[src/rtl/uart_pkg.sv]
// Shared types for the UART transmit arbiter.
// UART_ARB_TAG_EN adds the TAG state and the tag byte base.
package uart_pkg;

  typedef enum logic [2:0] {
    IDLE      = 3'd0,
`ifdef UART_ARB_TAG_EN
    TAG       = 3'd1,
`endif
    LOAD      = 3'd2,
    WAIT_BUSY = 3'd3,
    WAIT_DONE = 3'd4
  } arb_state_t;

`ifdef UART_ARB_TAG_EN
  localparam logic [7:0] TAG_BASE = 8'h30;
`endif

  function automatic int baud_cnt_w(input int div);
    return (div < 2) ? 1 : $clog2(div);
  endfunction

endpackage

[src/rtl/uart_tx_arbiter_if.sv]
// Client byte-stream bus: per-client valid/data/last with ready back.
interface uart_tx_arbiter_if #(
  parameter int N_REQ = 4
);

  logic [N_REQ-1:0]   req_valid;
  logic [8*N_REQ-1:0] req_data;
  logic [N_REQ-1:0]   req_last;
  logic [N_REQ-1:0]   req_ready;

  modport master (
    output req_valid,
    output req_data,
    output req_last,
    input  req_ready
  );

  modport slave (
    input  req_valid,
    input  req_data,
    input  req_last,
    output req_ready
  );

endinterface

[src/rtl/uart_baud_gen.sv]
// Free-running baud enable: one registered pulse every CLK_DIV clocks.
module uart_baud_gen
  import uart_pkg::*;
#(
  parameter int CLK_DIV = 3
) (
  input  logic clk,
  input  logic rst,
  output logic baud_en
);

  localparam int W = baud_cnt_w(CLK_DIV);

  logic [W-1:0] cnt;

  always_ff @(posedge clk) begin
    if (rst) begin
      cnt     <= '0;
      baud_en <= 1'b0;
    end else if (cnt == W'(CLK_DIV - 1)) begin
      cnt     <= '0;
      baud_en <= 1'b1;
    end else begin
      cnt     <= cnt + W'(1);
      baud_en <= 1'b0;
    end
  end

endmodule

[src/rtl/uart_tx_arbiter.sv]
// Round-robin sharing of one uart_tx between N_REQ byte-stream clients.
// UART_ARB_TAG_EN prefixes each burst with a TAG_BASE+index frame.
module uart_tx_arbiter
  import uart_pkg::*;
#(
  parameter int N_REQ   = 4,
  parameter int CLK_DIV = 3
) (
  input  logic             clk,
  input  logic             rst,
  uart_tx_arbiter_if.slave req,
  output logic [N_REQ-1:0] grant,
  output logic             busy,
  output logic             baud_en,
  output logic [7:0]       tx_data,
  output logic             tx_start,
  input  logic             tx_ready
);

  localparam int IW = $clog2(N_REQ);

  typedef logic [IW-1:0] idx_t;

  arb_state_t       state_q;
  arb_state_t       state_d;
  idx_t             rr_q;
  idx_t             rr_d;
  idx_t             owner_q;
  idx_t             owner_d;
  idx_t             pick;
  logic [N_REQ-1:0] grant_d;
  logic [7:0]       data_d;
  logic             start_d;
  logic             last_q;
  logic             last_d;
  logic             sel_valid;
  logic             sel_last;
  logic [7:0]       sel_data;
  logic             fire;

  // First requester strictly after the previous owner, wrapping.
  function automatic idx_t rr_pick(
    input logic [N_REQ-1:0] v,
    input idx_t             p
  );
    idx_t w;
    w = p;
    for (int k = N_REQ; k >= 1; k--) begin
      int c;
      c = (int'(p) + k) % N_REQ;
      if (v[idx_t'(c)]) w = idx_t'(c);
    end
    return w;
  endfunction

  uart_baud_gen #(
    .CLK_DIV(CLK_DIV)
  ) u_baud (
    .clk    (clk),
    .rst    (rst),
    .baud_en(baud_en)
  );

  assign pick      = rr_pick(req.req_valid, rr_q);
  assign sel_valid = req.req_valid[owner_q];
  assign sel_last  = req.req_last[owner_q];
  assign sel_data  = req.req_data[{owner_q, 3'b000} +: 8];

  assign req.req_ready =
    (!rst && state_q == LOAD && tx_ready) ? grant : '0;

  assign fire = !rst && state_q == LOAD
             && tx_ready && sel_valid;

  assign busy = (state_q != IDLE);

  always_comb begin
    state_d = state_q;
    rr_d    = rr_q;
    owner_d = owner_q;
    grant_d = grant;
    data_d  = tx_data;
    start_d = 1'b0;
    last_d  = last_q;
    unique case (state_q)
      IDLE: begin
        if (|req.req_valid) begin
          owner_d       = pick;
          grant_d       = '0;
          grant_d[pick] = 1'b1;
`ifdef UART_ARB_TAG_EN
          state_d       = TAG;
`else
          state_d       = LOAD;
`endif
        end
      end
`ifdef UART_ARB_TAG_EN
      TAG: begin
        if (tx_ready) begin
          data_d  = TAG_BASE + 8'(owner_q);
          start_d = 1'b1;
          state_d = WAIT_BUSY;
        end
      end
`endif
      LOAD: begin
        if (fire) begin
          data_d  = sel_data;
          last_d  = sel_last;
          start_d = 1'b1;
          state_d = WAIT_BUSY;
        end
      end
      WAIT_BUSY: begin
        if (!tx_ready) state_d = WAIT_DONE;
      end
      WAIT_DONE: begin
        if (tx_ready) begin
          if (last_q) begin
            state_d = IDLE;
            rr_d    = owner_q;
            grant_d = '0;
          end else begin
            state_d = LOAD;
          end
        end
      end
      default: state_d = IDLE;
    endcase
  end

  always_ff @(posedge clk) begin
    if (rst) begin
      state_q  <= IDLE;
      rr_q     <= idx_t'(N_REQ - 1);
      owner_q  <= '0;
      grant    <= '0;
      tx_data  <= '0;
      tx_start <= 1'b0;
      last_q   <= 1'b0;
    end else begin
      state_q  <= state_d;
      rr_q     <= rr_d;
      owner_q  <= owner_d;
      grant    <= grant_d;
      tx_data  <= data_d;
      tx_start <= start_d;
      last_q   <= last_d;
    end
  end

endmodule

[src/flat_wrapper.sv]
// flat-port wrapper written by rule: the top's interface ports become plain ports
module uart_tx_arbiter_flat import uart_pkg::*;
#(
  parameter int N_REQ   = 4,
  parameter int CLK_DIV = 3
)
  (clk, rst, grant, busy, baud_en, tx_data, tx_start, tx_ready, req_req_valid, req_req_data, req_req_last, req_req_ready);
  uart_tx_arbiter_if #(.N_REQ(N_REQ)) req_i ();
  input  logic clk;
  input  logic rst;
  output logic [N_REQ-1:0] grant;
  output logic busy;
  output logic baud_en;
  output logic [7:0] tx_data;
  output logic tx_start;
  input  logic tx_ready;
  input wire logic [$bits(req_i.req_valid)-1:0] req_req_valid;
  input wire logic [$bits(req_i.req_data)-1:0] req_req_data;
  input wire logic [$bits(req_i.req_last)-1:0] req_req_last;
  output wire logic [$bits(req_i.req_ready)-1:0] req_req_ready;
  assign req_i.req_valid = req_req_valid;
  assign req_i.req_data = req_req_data;
  assign req_i.req_last = req_req_last;
  assign req_req_ready = req_i.req_ready;
  uart_tx_arbiter #(.N_REQ(N_REQ), .CLK_DIV(CLK_DIV)) u_core (.clk(clk), .rst(rst), .req(req_i), .grant(grant), .busy(busy), .baud_en(baud_en), .tx_data(tx_data), .tx_start(tx_start), .tx_ready(tx_ready));
endmodule
[config.mk]
export PLATFORM = sky130hd
export DESIGN_NAME = uart_tx_arbiter_flat
export DESIGN_NICKNAME = d
export VERILOG_FILES = /design/src/rtl/uart_pkg.sv /design/src/rtl/uart_tx_arbiter_if.sv /design/src/rtl/uart_baud_gen.sv /design/src/rtl/uart_tx_arbiter.sv /design/src/flat_wrapper.sv
export SDC_FILE = /design/constraint.sdc
export NUM_CORES = 1
export LEC_CHECK = 0
export BUFFER_PORTS_ARGS = -buffer_cell sky130_fd_sc_hd__buf_2
export CORE_ASPECT_RATIO = 0.6
export CORE_UTILIZATION = 39
export CTS_CLUSTER_DIAMETER = 100
export DETAILED_ROUTE_END_ITERATION = 8
export PLACE_DENSITY = 0.69
export SLEW_MARGIN = 20
export SYNTH_ARGS = -nofsm -noshare
export SYNTH_HDL_FRONTEND = slang
export SYNTH_SLANG_ARGS = --single-unit
[constraint.sdc]
create_clock -name clk -period 3.7 [get_ports clk]
set_input_delay 0.185 -clock clk [delete_from_list [all_inputs] [get_ports clk]]
set_output_delay 0.185 -clock clk [all_outputs]
set_load 0.02 [all_outputs]
==> metrics.md, run 1 <==
| Metric | Value |
|---|---|
| Status | `complete, no violations` |
| Via count of the first global-routing pass | `1112` |
| Total chip power | `0.639 mW` |
| Library cells used by synthesis | `33` |
| Unrepaired setup endpoints after global routing | `false` |
| DRC | `0` |
| Category of the worst setup path capture point | `register` |
| TritonCTS clock tree | `built` |
| Overflow after GRT | `0` |
| Clock buffer count from CTS | `3` |
| Antenna diode count | `0` |
| Most frequent cells after synthesis | `dfxtp_1 (24), nor2_1 (13), mux4_2 (10), mux2i_1 (9)` |
| Number of gates resized after cts | `0` |
| Die Area | `3580 µm²` |
| Synth Net Count | `171` |
| Final WL | `3370 µm` |
| Max-slew violation count | `0` |
| Critical Path Start Type | `register` |
| Final estimated routing congestion in global placement | `0.868` |
| Combined area of all synthesized cells | `1300 µm²` |
| Cell type contributing the most total cell area after synthesis | `dfxtp_1` |
| Top cell type's share of synthesized area | `36.9%` |
| Synthesized netlist cell count | `127` |
| Overall track demand over capacity in global routing | `19.0%` |
| H-tree depth | `1` |
| Slew at the pin with the worst max-slew slack | `0.706 ns` |
| Initial standard-cell utilization of the core | `43.1%` |
| Slew Limit Headroom | `52.9%` |
| Floorplan core area | `3020 µm²` |
| Count of final setup violators | `0` |
| Number of buffers inserted to repair setup after CTS | `0` |
| First-pass GRT wire length | `5190 µm` |
| Hold slack | `0.169 ns` |
| Power per standard cell area | `378 nW/µm²` |
| Via density per instance | `5.44` |
| Maximum clock skew at final layout | `0.00204 ns` |
| Root Buffer | `clkbuf_8` |
| Leading post-synthesis cells by cell area | `dfxtp_1 (37%), mux4_2 (17%), mux2i_1 (6.9%)` |
| Setup CP Type | `reg -> reg` |
| Source-to-sink clock delay at the later pin of the worst-skew pair | `0.27 ns` |
| Number of nets in the layout | `230` |
| Post-route design area | `1690 µm²` |
| Synth async-reset ratio | `0%` |
| Final min period | `1.88 ns` |
| Max Clk Rate | `531 MHz` |
| Share of the cycle needed by the critical path after routing | `50.9%` |
| Number of core rows | `15` |
| Total of buffers placed on input and output ports | `61` |
| Clock transition at path regs | `0.09 ns` |
| Pre-CTS worst setup slack | `1.82 ns` |
| Area post-placement | `1620 µm²` |
| Post-synthesis area per instance | `10.2 µm²` |
| Multi-input combinational cell area | `758 µm²` |
| Maximum buffer depth of the clock tree | `2` |
| Hold buffer count at cts | `0` |
| Overall die height | `46.7 µm` |
| Class of the most critical hold timing path | `in -> reg` |
| Smallest setup slack after layout | `1.82 ns` |
| Total via count after detailed routing | `1236` |
| Arrival time at the worst endpoint | `2.04 ns` |
| Register bit count reported by yosys | `24` |
| Number of warning messages in the yosys log | `0` |
| Most numerous cell in the Yosys netlist | `dfxtp_1` |
| Number of enable-type register cells in the synthesized netlist | `0` |
| Average detailed-routed wire length per instance | `14.8 µm` |
| Final Hold Viols | `0` |
| First-iteration detailed-routing DRC count | `37` |
| Share of layout cells above drive strength 1 | `43.2%` |
| Post-Route Setup TNS | `0 ns` |
| FF/Latch Area | `480 µm²` |
| Number of max-cap violations | `0` |
| Length of the first detailed-routing pass in iterations | `4` |
| Sequential fraction of the synthesis area | `36.9%` |
| CP required | `3.86 ns` |
| Number of antenna violations at the first check in global routing | `0` |
| Leakage power of the design | `0.747 nW` |
| Pin count of the biggest net entering global routing | `21` |
| Worst IR Drop VDD | `0.201 mV` |
| Highest fanout seen on the critical path | `12` |
| Count of antenna-violating nets left after detailed routing | `0` |
| Boundary pin count | `62` |
| Total of fill cells in the finished design | `293` |
| Total number of clock tree sinks | `24` |
| Sum of net half-perimeters after detailed placement | `2700 µm` |
| Die boundary width | `76.6 µm` |
| Leading register cell type out of synthesis | `dfxtp_1` |
| Synthesis-to-layout area growth | `29.9%` |
[registers in the layout (all words and copies together) (netlist names)]
signal and flops:
u_core.grant 4, u_core.last_q 1, u_core.owner_q 2, u_core.rr_q 2, u_core.state_q 3, u_core.tx_data 8, u_core.tx_start 1, u_core.u_baud.baud_en 1
u_core.u_baud.cnt 2
[layer usage]
metal	vias up	track usage [%]	wire (µm)
met5	-	0	0
li1	595	-	-
met3	4	5.63	172
met4	0	3.46	19
met2	28	32.4	1610
met1	609	24.9	1560
[final cells by class]
class / instances / share of cell area, %
Multi-Input combinational cell: 90 / 44.9
Sequential cell: 24 / 28.4
Timing Repair Buffer: 61 / 18.1
Tap cell: 42 / 3.11
Clock buffer: 3 / 2.44
Clock inverter: 1 / 1.78
Inverter: 6 / 1.33
[stage by stage]
stage / util [%] / std cells
global route: 55.9 / 227
CTS: 55.9 / 227
global placement: 53.6 / 223
detailed placement: 53.6 / 223
finish: 55.9 / 227
floorplan: - / 127
[report_power, final]
part / leakage [nW] / internal [mW] / total, mW / switching (mW)
registers: 0.196 / 0.272 / 0.289 / 0.0169
clock network: 0.0357 / 0.145 / 0.234 / 0.0889
logic: 0.516 / 0.0634 / 0.116 / 0.0524
[cells in the final DEF, fill, tap and decap left out, types with 2 or more instances in the layout]
cell type	Yosys	final
a221oi_1	2	2
a32o_1	4	4
o21ai_1	2	2
clkbuf_8	0	3
dfxtp_1	24	24
and3_1	4	4
o21ai_0	6	6
buf_2	5	61
nor3_1	6	6
nor2b_1	5	5
o21a_1	2	2
nand2_1	6	6
nor2_1	13	13
a21oi_1	5	5
mux2i_1	9	9
o211ai_1	2	2
inv_1	6	6
mux4_2	10	10
[kinds of logic (layout without fill, tap and decap cells)]
| logic type | count (synthesis) | in the layout | share of synthesized area, % |
|---|---|---|---|
| AOI/OAI and AO/OA | 28 | 28 | 14.9 |
| adders and majority gates | 1 | 1 | 0.961 |
| buffers and inverters | 13 | 71 | 4.81 |
| DFF | 24 | 24 | 36.9 |
| muxes | 19 | 19 | 24.2 |
| and+or+nand+nor | 42 | 42 | 18.2 |
[worst paths after layout]
| kind | start | endpoint | slack [ns] | depth (start not counted) |
|---|---|---|---|---|
| worst max register to register | u_core.owner_q[1]$_SDFFE_PP0P_ | u_core.tx_data[7]$_SDFFE_PP0P_ | 1.82 | 4 |
| worst min-delay path | tx_ready | u_core.state_q[2]$_SDFFE_PP0P_ | 0.17 | 2 |
| worst min register to register | u_core.u_baud.cnt[0]$_SDFF_PP0_ | u_core.u_baud.cnt[0]$_SDFF_PP0_ | 0.43 | 1 |
| worst max-delay path | u_core.owner_q[1]$_SDFFE_PP0P_ | u_core.tx_data[7]$_SDFFE_PP0P_ | 1.82 | 4 |
[worst max-delay path, stage by stage (launching register included)]
cell and delay (ns):
dfxtp_1 0.68, mux4_2 0.59, and3_4 0.26, mux2i_1 0.17, nor2_1 0.05
Power figures use the tool's default switching activity.
==> inputs of run 2 (changes only) <==
==> constraint.sdc (replaced) <==
create_clock -name clk -period 1.8 [get_ports clk]
set_input_delay 0.09 -clock clk [delete_from_list [all_inputs] [get_ports clk]]
set_output_delay 0.09 -clock clk [all_outputs]
set_load 0.02 [all_outputs]
==> run 2 against run 1 <==
  * Die area unchanged
  * Fmax grew 19%
  * Design area rose by 1.1%
  * Sequential share of layout area fell by 0.31 points
  * Register-to-register slack worse by 1.6 ns
  * Worst hold slack got worse by 0.11 ns
  * Sequential power up 100%
  * Via count shrank 0.40%
  * Count of clock-buffer cells in the layout grew 1
  * Non-clock buffer count up 3
  * Clock power is 59% higher
  * Critical endpoint is now u_core.rr_q[0]$_SDFFE_PP1P_
  * Largest cell class unchanged
==> metrics.md, run 2 (synthesis gave the netlist of run 1 again) <==
| Metric | Value |
|---|---|
| Total of buffers placed on input and output ports | `61` |
| Count of antenna-violating nets left after detailed routing | `0` |
| Cell count after placement | `226` |
| Critical Path Start Type | `register` |
| Biggest register | `u_core.tx_data` |
| Final std cells w/o fill | `230` |
| Leakage power of the design | `0.759 nW` |
| Boundary pin count | `62` |
| Slew Limit Headroom | `59.6%` |
| Share of the cycle needed by the critical path after routing | `87.7%` |
| Final WL | `3510 µm` |
| Average detailed-routed wire length per instance | `15.3 µm` |
| Root Buffer | `clkbuf_8` |
| Total chip power | `1.22 mW` |
| Final estimated routing congestion in global placement | `0.852` |
| Unrepaired setup endpoints after global routing | `false` |
| Overall track demand over capacity in global routing | `20.2%` |
| Most common cell after layout, fill and taps aside | `buf_2` |
| Smallest setup slack after layout | `0.222 ns` |
| Final Hold Viols | `0` |
| Largest registers | `u_core.tx_data (8), u_core.grant (4), u_core.state_q (3)` |
| Via density per instance | `5.35` |
| Setup CP Type | `reg -> reg` |
| Hold slack | `0.0619 ns` |
| First element of the critical path | `u_core.state_q[2]$_SDFFE_PP0P_` |
| Die boundary width | `76.6 µm` |
| Number of core rows | `15` |
| Max FFs per register | `8` |
| Commonest cells after routing, fill and taps aside | `buf_2 (61), dfxtp_1 (24), nor2_1 (13)` |
| Clock power share | `30.5%` |
| Antenna diode count | `0` |
| Pre-CTS worst setup slack | `0.243 ns` |
| Number of antenna violations at the first check in global routing | `0` |
| Hold buffer count at cts | `0` |
| Overall die height | `46.7 µm` |
| Critical R2R Capture | `u_core.rr_q[0]$_SDFFE_PP1P_` |
| Maximum buffer depth of the clock tree | `2` |
| Slew at the pin with the worst max-slew slack | `0.602 ns` |
| Count of final setup violators | `0` |
| Number of gates resized after cts | `0` |
| Clock transition at path regs | `0.09 ns` |
| Floorplan core area | `3020 µm²` |
| Share of total power in sequential cells | `47.8%` |
| First-iteration detailed-routing DRC count | `92` |
| Die Area | `3580 µm²` |
| Number of cells on the worst reg-to-reg path | `4` |
| Share of layout cells above drive strength 1 | `44.1%` |
| Worst IR Drop VDD | `0.408 mV` |
| Overflow after GRT | `0` |
| Source-to-sink clock delay at the later pin of the worst-skew pair | `0.27 ns` |
| Cell-internal power | `0.896 mW` |
| Combinational cell fraction of total power | `21.7%` |
| Via count of the first global-routing pass | `1164` |
| Total via count after detailed routing | `1231` |
| Pin count of the biggest net entering global routing | `20` |
| H-tree depth | `1` |
| Clock buffer count from CTS | `3` |
| Post-Route Setup TNS | `0 ns` |
| Total number of clock tree sinks | `24` |
| Highest fanout seen on the critical path | `10` |
| Number of max-cap violations | `0` |
| Number of buffers inserted to repair setup after CTS | `0` |
| Max Clk Rate | `634 MHz` |
| Switching power total | `0.322 mW` |
| Startpoint of the tightest hold check path | `tx_ready` |
| Arrival time at the worst endpoint | `1.74 ns` |
| Length of the first detailed-routing pass in iterations | `4` |
| Maximum clock skew at final layout | `0.00132 ns` |
| Net switching share of the total power | `26.5%` |
| Synthesis-to-layout area growth | `31.3%` |
| Power per standard cell area | `713 nW/µm²` |
| First-pass GRT wire length | `5440 µm` |
| Initial standard-cell utilization of the core | `43.1%` |
| Category of the worst setup path capture point | `register` |
| Register-to-register path setup slack | `0.22 ns` |
| Sum of net half-perimeters after detailed placement | `2760 µm` |
| TritonCTS clock tree | `built` |
| CP required | `1.97 ns` |
| Status | `complete, no violations` |
| Class of the most critical hold timing path | `in -> reg` |
| Worst setup path endpoint | `u_core.rr_q[0]$_SDFFE_PP1P_` |
| Max-slew violation count | `0` |
| Final min period | `1.58 ns` |
| Critical R2R Launch | `u_core.state_q[2]$_SDFFE_PP0P_` |
| Number of nets in the layout | `233` |
| DRC | `0` |
[run 2: how the worst min path moves through the flow]
| stage | endpoint | slack, ns | cells after the start |
|---|---|---|---|
| after floorplan | u_core.state_q[2]$_SDFFE_PP0P_ | 0.17 | 1 |
| after detailed placement | u_core.state_q[2]$_SDFFE_PP0P_ | 0.35 | 2 |
| final | u_core.state_q[2]$_SDFFE_PP0P_ | 0.06 | 2 |
| after global placement | u_core.state_q[2]$_SDFFE_PP0P_ | 0.34 | 2 |
| after global routing | u_core.state_q[2]$_SDFFE_PP0P_ | 0.06 | 2 |
| after CTS | u_core.state_q[2]$_SDFFE_PP0P_ | 0.05 | 2 |
[run 2: layout make-up]
class                   count  area, µm²
clock buffers               4       55.1
fillers                   273       1310
multi-input cells          90        758
inverters                   6       22.5
well taps                  42       52.6
repair buffers             64        340
flip-flops and latches     24        480
[run 2: power by group through the flow]
stage | combinational [mW] | sequential [mW] | clock (mW)
after floorplan | 0.153 | 0.603 | 0
after global placement | 0.256 | 0.592 | 0
final | 0.265 | 0.582 | 0.371
after global routing | 0.288 | 0.587 | 0.405
after detailed placement | 0.265 | 0.595 | 0
after CTS | 0.267 | 0.582 | 0.381
[run 2: stage by stage]
stage	cell area, µm²	util, %
4_1_cts	1710	56.6
6_report	1710	56.6
5_1_grt	1710	56.6
2_1_floorplan	1300	-
3_5_place_dp	1650	54.7
3_3_place_gp	1650	54.7
[run 2: metal layers]
| layer | track usage [%] | part of all wire [%] | up-vias |
|---|---|---|---|
| met5 | 0 | 0 | - |
| met1 | 25.7 | 46 | 588 |
| li1 | - | - | 599 |
| met3 | 4.66 | 4.1 | 4 |
| met2 | 35.5 | 49 | 40 |
| met4 | 6.92 | 0.91 | 0 |
[run 2: critical path, stage by stage, from the launching register on]
cell and delay, ns:
dfxtp_1 0.50, nand3_1 0.15, nor3_1 0.49, mux2i_1 0.26, nand2_1 0.07
